===== src/rtl/alu_seq_pkg.sv =====
// alu_seq_pkg -- shared constants for the ALU sequencer slice.
//   ALU op codes (ALU_*), sequencer FSM state type (state_t),
//   branch condition codes (COND_EQ..COND_NV) and the packed flags type
//   ordered {s,v,n,z,c} as carried on rsp_flags.
package alu_seq_pkg;

    localparam logic [3:0] ALU_ADD   = 4'd0;
    localparam logic [3:0] ALU_SUB   = 4'd1;
    localparam logic [3:0] ALU_AND   = 4'd2;
    localparam logic [3:0] ALU_OR    = 4'd3;
    localparam logic [3:0] ALU_XOR   = 4'd4;
    localparam logic [3:0] ALU_NOT   = 4'd5;
    localparam logic [3:0] ALU_SHL   = 4'd6;
    localparam logic [3:0] ALU_SHR   = 4'd7;
    localparam logic [3:0] ALU_SAR   = 4'd8;
    localparam logic [3:0] ALU_PASSA = 4'd9;
    localparam logic [3:0] ALU_PASSB = 4'd10;
    localparam logic [3:0] ALU_NEG   = 4'd11;
    // 12..15 are unassigned: the ALU returns 0x0000 for them

    typedef enum logic [1:0] {
        IDLE,
        ISSUE,
        CAPTURE,
        DONE
    } state_t;

    localparam logic [3:0] COND_EQ = 4'd0;
    localparam logic [3:0] COND_NE = 4'd1;
    localparam logic [3:0] COND_CS = 4'd2;
    localparam logic [3:0] COND_CC = 4'd3;
    localparam logic [3:0] COND_MI = 4'd4;
    localparam logic [3:0] COND_PL = 4'd5;
    localparam logic [3:0] COND_VS = 4'd6;
    localparam logic [3:0] COND_VC = 4'd7;
    localparam logic [3:0] COND_LT = 4'd8;
    localparam logic [3:0] COND_GE = 4'd9;
    localparam logic [3:0] COND_GT = 4'd10;
    localparam logic [3:0] COND_LE = 4'd11;
    localparam logic [3:0] COND_HI = 4'd12;
    localparam logic [3:0] COND_LS = 4'd13;
    localparam logic [3:0] COND_AL = 4'd14;
    localparam logic [3:0] COND_NV = 4'd15;

    typedef struct packed {
        logic s;
        logic v;
        logic n;
        logic z;
        logic c;
    } flags_t;

endpackage


===== src/rtl/alu_seq_if.sv =====
// alu_seq_if -- request/response bus of the ALU sequencer.
//   req_valid/req_ready/req_op/req_a/req_b : operation request
//   rsp_valid/rsp_ready/rsp_y/rsp_flags    : result response, flags {s,v,n,z,c}
//   master = requester side, slave = alu_seq side.
interface alu_seq_if;

    logic               req_valid;
    logic               req_ready;
    logic [3:0]         req_op;
    logic signed [15:0] req_a;
    logic signed [15:0] req_b;
    logic               rsp_valid;
    logic               rsp_ready;
    logic [15:0]        rsp_y;
    logic [4:0]         rsp_flags;

    modport master (
        output req_valid, req_op, req_a, req_b, rsp_ready,
        input  req_ready, rsp_valid, rsp_y, rsp_flags
    );

    modport slave (
        input  req_valid, req_op, req_a, req_b, rsp_ready,
        output req_ready, rsp_valid, rsp_y, rsp_flags
    );

endinterface


===== src/rtl/alu_cond.sv =====
// alu_cond -- combinational branch condition evaluator.
//   flags     : in,  flags register {s,v,n,z,c}
//   cond_code : in,  condition code COND_EQ..COND_NV
//   cond_true : out, condition holds for the given flags
module alu_cond
    import alu_seq_pkg::*;
(
    input  flags_t     flags,
    input  logic [3:0] cond_code,
    output logic       cond_true
);

    always_comb begin
        cond_true = 1'b0;
        case (cond_code)
            COND_EQ: cond_true = flags.z;
            COND_NE: cond_true = ~flags.z;
            COND_CS: cond_true = flags.c;
            COND_CC: cond_true = ~flags.c;
            COND_MI: cond_true = flags.n;
            COND_PL: cond_true = ~flags.n;
            COND_VS: cond_true = flags.v;
            COND_VC: cond_true = ~flags.v;
            COND_LT: cond_true = flags.s;
            COND_GE: cond_true = ~flags.s;
            COND_GT: cond_true = ~flags.z & ~flags.s;
            COND_LE: cond_true = flags.z | flags.s;
            COND_HI: cond_true = flags.c & ~flags.z;
            COND_LS: cond_true = ~flags.c | flags.z;
            COND_AL: cond_true = 1'b1;
            COND_NV: cond_true = 1'b0;
            default: cond_true = 1'b0;
        endcase
    end

endmodule


===== src/rtl/alu_seq.sv =====
// alu_seq -- sequencer that feeds one request at a time to a registered ALU
// and returns its result and flags.
//   clk, resetn (async, active-low)
//   bus       : alu_seq_if.slave request/response bus
//   alu_ctrl/alu_a/alu_b : operand port to the ALU, held from accept to accept
//   alu_y, alu_c/z/n/v/s : ALU result and flags
//   cond_code/cond_true  : condition test against the flags register
// Optional feature macro: ALU_SEQ_COND_EN (flags register + condition
// evaluator); without it cond_true is tied to 0.
module alu_seq
    import alu_seq_pkg::*;
(
    input  logic        clk,
    input  logic        resetn,
    alu_seq_if.slave    bus,
    output logic [3:0]  alu_ctrl,
    output logic [15:0] alu_a,
    output logic [15:0] alu_b,
    input  logic [15:0] alu_y,
    input  logic        alu_c,
    input  logic        alu_z,
    input  logic        alu_n,
    input  logic        alu_v,
    input  logic        alu_s,
    input  logic [3:0]  cond_code,
    output logic        cond_true
);

    state_t state, state_nxt;
    logic   accept;
    flags_t alu_flags;
    flags_t cond_flags;
    logic   cond_eval;

    assign alu_flags = {alu_s, alu_v, alu_n, alu_z, alu_c};

    // Gated by resetn so nothing is offered while reset is held.
    assign bus.req_ready = resetn & ((state == IDLE) | ((state == DONE) & bus.rsp_ready));
    assign accept        = bus.req_valid & bus.req_ready;

    always_ff @(posedge clk or negedge resetn) begin
        if (!resetn) state <= IDLE;
        else         state <= state_nxt;
    end

    always_comb begin
        state_nxt = state;
        case (state)
            IDLE:    if (accept) state_nxt = ISSUE;
            ISSUE:   state_nxt = CAPTURE;
            CAPTURE: state_nxt = DONE;
            DONE:    if (bus.rsp_ready) state_nxt = accept ? ISSUE : IDLE;
            default: state_nxt = IDLE;
        endcase
    end

    always_ff @(posedge clk or negedge resetn) begin
        if (!resetn) begin
            alu_ctrl      <= '0;
            alu_a         <= '0;
            alu_b         <= '0;
            bus.rsp_valid <= 1'b0;
            bus.rsp_y     <= '0;
            bus.rsp_flags <= '0;
        end else begin
            if (accept) begin
                alu_ctrl <= bus.req_op;
                alu_a    <= bus.req_a;
                alu_b    <= bus.req_b;
            end
            // ALU output reflects the operands registered on the ISSUE edge
            if (state == CAPTURE) begin
                bus.rsp_y     <= alu_y;
                bus.rsp_flags <= alu_flags;
                bus.rsp_valid <= 1'b1;
            end else if ((state == DONE) && bus.rsp_ready) begin
                bus.rsp_valid <= 1'b0;
            end
        end
    end

    // Evaluator stays instantiated in both builds; without the feature its
    // input is constant and its output unused, so it folds away.
    alu_cond u_cond (
        .flags     (cond_flags),
        .cond_code (cond_code),
        .cond_true (cond_eval)
    );

`ifdef ALU_SEQ_COND_EN
    always_ff @(posedge clk or negedge resetn) begin
        if (!resetn)               cond_flags <= '0;
        else if (state == CAPTURE) cond_flags <= alu_flags;
    end
    assign cond_true = cond_eval;
`else
    logic unused_cond;
    assign cond_flags  = '0;
    assign cond_true   = 1'b0;
    assign unused_cond = cond_eval;
`endif

endmodule

===== src/flat_wrapper.sv =====
// flat-port wrapper written by rule: the top's interface ports become plain ports
module alu_seq_flat import alu_seq_pkg::*;
  (clk, resetn, alu_ctrl, alu_a, alu_b, alu_y, alu_c, alu_z, alu_n, alu_v, alu_s, cond_code, cond_true, bus_req_valid, bus_req_op, bus_req_a, bus_req_b, bus_rsp_ready, bus_req_ready, bus_rsp_valid, bus_rsp_y, bus_rsp_flags);
  alu_seq_if bus_i ();
  input  logic clk;
  input  logic resetn;
  output logic [3:0] alu_ctrl;
  output logic [15:0] alu_a;
  output logic [15:0] alu_b;
  input  logic [15:0] alu_y;
  input  logic alu_c;
  input  logic alu_z;
  input  logic alu_n;
  input  logic alu_v;
  input  logic alu_s;
  input  logic [3:0] cond_code;
  output logic cond_true;
  input wire logic [$bits(bus_i.req_valid)-1:0] bus_req_valid;
  input wire logic [$bits(bus_i.req_op)-1:0] bus_req_op;
  input wire logic [$bits(bus_i.req_a)-1:0] bus_req_a;
  input wire logic [$bits(bus_i.req_b)-1:0] bus_req_b;
  input wire logic [$bits(bus_i.rsp_ready)-1:0] bus_rsp_ready;
  output wire logic [$bits(bus_i.req_ready)-1:0] bus_req_ready;
  output wire logic [$bits(bus_i.rsp_valid)-1:0] bus_rsp_valid;
  output wire logic [$bits(bus_i.rsp_y)-1:0] bus_rsp_y;
  output wire logic [$bits(bus_i.rsp_flags)-1:0] bus_rsp_flags;
  assign bus_i.req_valid = bus_req_valid;
  assign bus_i.req_op = bus_req_op;
  assign bus_i.req_a = bus_req_a;
  assign bus_i.req_b = bus_req_b;
  assign bus_i.rsp_ready = bus_rsp_ready;
  assign bus_req_ready = bus_i.req_ready;
  assign bus_rsp_valid = bus_i.rsp_valid;
  assign bus_rsp_y = bus_i.rsp_y;
  assign bus_rsp_flags = bus_i.rsp_flags;
  alu_seq u_core (.clk(clk), .resetn(resetn), .bus(bus_i), .alu_ctrl(alu_ctrl), .alu_a(alu_a), .alu_b(alu_b), .alu_y(alu_y), .alu_c(alu_c), .alu_z(alu_z), .alu_n(alu_n), .alu_v(alu_v), .alu_s(alu_s), .cond_code(cond_code), .cond_true(cond_true));
endmodule

===== config.mk =====
export PLATFORM = sky130hd
export DESIGN_NAME = alu_seq_flat
export DESIGN_NICKNAME = d
export VERILOG_FILES = /design/src/rtl/alu_seq_pkg.sv /design/src/rtl/alu_seq_if.sv /design/src/rtl/alu_cond.sv /design/src/rtl/alu_seq.sv /design/src/flat_wrapper.sv
export SDC_FILE = /design/constraint.sdc
export NUM_CORES = 1
export LEC_CHECK = 0
export ABC_AREA = 1
export BUFFER_PORTS_ARGS = -buffer_cell sky130_fd_sc_hd__buf_2
export CORE_UTILIZATION = 41
export DETAILED_ROUTE_END_ITERATION = 12
export PLACE_DENSITY = 0.84
export SKIP_CTS_REPAIR_TIMING = 1
export SYNTH_ARGS = -nofsm -noshare
export SYNTH_HDL_FRONTEND = slang
export SYNTH_SLANG_ARGS = --single-unit

===== constraint.sdc =====
create_clock -name clk -period 1.6 [get_ports clk]
set_input_delay 0.32 -clock clk [delete_from_list [all_inputs] [get_ports clk]]
set_output_delay 0.32 -clock clk [all_outputs]
set_load 0.01 [all_outputs]

==> impl_metrics.yaml <==
clocking:
  cts_tree: "yes"
  clkSlewWorstSetupHoldPaths_ps: 70
  insertion_delay_ps: 320
  cts_root_buf: "clkbuf_8"
  numCtsBuffers: 9
  cts_buffer_depth: 2
  numClockSinks: 60
  htree_levels: 3
floorplanning:
  rows: 27
  start_util_pct: 43.7
  die_w_um: 79.5
  fp.dieH_um: 79.5
  die_area_um2: 6330
  io-pin-count: 125
  coreArea_um2: 5640
critical_path:
  path_class: "flip-flop to output port"
  cp_num_cells: 6
  crit_path_start: "u_core.state[1]"
  cpPeakStageDelay_ps: 440
  cp_max_fo: 4
  crit_path_top_delay_cell: "dfrtp_1"
  timing.rr.start: "u_core.state[1]"
  cpMostUsedCell: "buf_6"
  r2r.worst_path.cells: 8
  arrival_ps: 1470
  crit_path_cell_trace: "inv_2, ha_4, inv_4, a21boi_4, buf_6, buf_6"
  critPathRequiredTime_ps: 1280
  path_delay_family: "flip-flops"
  crit_buf_inv: 4
  crit_path_start_kind: "flip-flop"
  end_kind: "output port"
timing:
  drv_slew: 0
  setup_violations: 1
  slew_headroom_pct: 51.4
  fmax_mhz: 560
  tightest_slew_ps: 729
  fin_skew_ps: 6.77
  timing.hold.ws_ps: 187
  finalHoldViolations: 0
  fin_crit_sh_pct: 112
  finalCriticalPeriod_ps: 1790
  setup-tns-final_ps: -187
  rsz0062_at_grt: "true"
  layout_setup_ws_ps: -187
cells_and_area:
  drive_above_1_share_pct: 38.2
  fin_nets: 470
  syn_to_final_growth_pct: 39.8
  layout_common_cells: "nand2_1 (142), buf_2 (118), dfrtp_1 (60)"
  final_cells: 478
  antennaDiodeCount: 0
  layout_commonest_cell: "nand2_1"
  stdcell_area_um2: 3450
  fillers: 475
route:
  routedLengthMet1_um: 2370
  dr.first_iter.drc_count: 83
  drt_wl_total_um: 5540
  vias: 2258
  dr_wl_met3_um: 480
  wl_met2_um: 2620
  post-route-drc-count: 0
  dr.pass1.iters: 5
  highest_layer: "met4"
  wire_per_inst_um: 11.6
  ant_nets: 0
  vias_per_cell: 4.72
synth:
  ys_warn_count: 0
  yosys.area_share.simple_pct: 30.2
  synth_mux_area_share_pct: 0
  synth-seq-cells: 60
  syn_avg_cell_area_um2: 9.00
  synthCells: 274
  synth_top_family_by_area: "simple AND/OR/NAND/NOR gates"
  synth_fa_ha_area_share_pct: 2.03
  netlist_area_um2: 2460
  ys_types: 17
  seq_area_frac_synth_pct: 60.9
  synth_xor_xnor_area_share_pct: 0
  syn_nets: 343
  synth_compound_area_share_pct: 1.07
global_route:
  first_global_vias: 2014
  grt-ovfl-total: 0
  grt_pass1_wl_um: 8700
  antenna_found_initial: 0
  grt_max_degree: 61
  grt_usage_pct: 18.1
power_and_ir_drop:
  power_frac_comb_pct: 39.1
  ir_worst_vdd_uv: 943
  power_mw: 7.04
  power.switching_mw: 2.51
  power_density_nw_per_um2: 2040
  p_int_mw: 4.53
  p_clk_share_pct: 23.6
  p_leak_nw: 2.02
  switching_share_pct: 35.7
  p_seq_share_pct: 37.3
status:
  status: "finished, violations left"
  violations: "setup timing"
placed_design:
  dpl.cell_count: 457
  dp_hpwl_um: 3860
  io_buffer_count: 119
  globalplace.congestion: 0.710
  place_area_um2: 3110
worst_hold_path:
  hold_path.class: "input pin to asynchronous set/reset pin"
job:
  maxCapViolCount: 0
[per-layer routing]
| layer | vias to the layer above | global-route usage (%) |
|---|---|---|
| met3 | 7 | 5.26 |
| met5 | - | 0 |
| met1 | 1034 | 20.6 |
| met4 | 0 | 8.73 |
| li1 | 1106 | - |
| met2 | 111 | 30.8 |
[power groups by stage]
stage	logic (mW)	registers, mW	clock network (mW)
2_1_floorplan	1.18	2.95	0
3_3_place_gp	2.50	2.59	0
3_5_place_dp	2.62	2.61	0
4_1_cts	2.61	2.60	1.71
5_1_grt	3.13	2.70	1.79
6_report	2.76	2.62	1.66
[final timing paths]
kind	to	slack, ps
min in group clk	u_core.bus.rsp_flags[1]	200
hold reg to reg	u_core.bus.rsp_valid	460
max in group asynchronous	u_core.bus.rsp_flags[2]	920
setup / recovery	bus_req_ready	-190
hold / removal	u_core.bus.rsp_valid	190
setup reg to reg	u_core.alu_b[3]	130
[Yosys cell counts]
| cell | count | area (um^2) |
|---|---|---|
| nand2_1 | 142 | 533 |
| dfrtp_1 | 60 | 1500 |
| nand3_1 | 36 | 180 |
| buf_6 | 7 | 78.8 |
| inv_1 | 5 | 18.8 |
| buf_2 | 4 | 20.0 |
| ha_1 | 4 | 50.1 |
| clkbuf_1 | 3 | 11.3 |
| nor2_1 | 3 | 11.3 |
| nand2_2 | 2 | 12.5 |
| o21ai_0 | 2 | 10.0 |
| a21boi_2 | 1 | 11.3 |
| a21oi_1 | 1 | 5.00 |
| buf_1 | 1 | 3.75 |
| buf_4 | 1 | 7.51 |
| conb_1 | 1 | 3.75 |
| nand4_1 | 1 | 6.26 |
[worst reg2reg max path, cell delays in order (launching register included)]
cell,delay [ps]
dfrtp_1,440
inv_2,120
ha_4,150
inv_4,40
a21boi_4,160
buf_6,150
buf_12,150
nand3_1,100
nand2_1,100
[state kept, by name, indices dropped and copies added (netlist names)]
register	cells
u_core.alu_a	16
u_core.bus.rsp_valid	1
u_core.bus.rsp_y	16
u_core.alu_b	16
u_core.bus.rsp_flags	5
u_core.alu_ctrl	4
u_core.state	2
[cells by family (layout without fill, tap and decap cells)]
| group | after synthesis | count (layout) |
|---|---|---|
| compound gates | 4 | 4 |
| fa+ha+maj | 4 | 4 |
| buf+inv | 21 | 153 |
| flops | 60 | 60 |
| other cells | 1 | 1 |
| simple gates | 184 | 184 |
[layout make-up]
| type | instances | area [um^2] | area share (%) |
|---|---|---|---|
| clock buffers | 12 | 155 | 4.50 |
| clock inverters | 4 | 95.1 | 2.76 |
| inverters | 5 | 21.3 | 0.617 |
| multi-input cells | 193 | 856 | 24.8 |
| flip-flops and latches | 60 | 1500 | 43.6 |
| well taps | 72 | 90.1 | 2.61 |
| repair buffers | 132 | 728 | 21.1 |
[through the flow]
step           setup slack (ps)  util, %
6_report                   -187     61.1
5_1_grt                    -270     61.1
4_1_cts                    -310     59.6
3_5_place_dp               56.9     55.2
3_3_place_gp               85.9     55.2
2_1_floorplan               152        -
(Power assumes the default switching activity.)
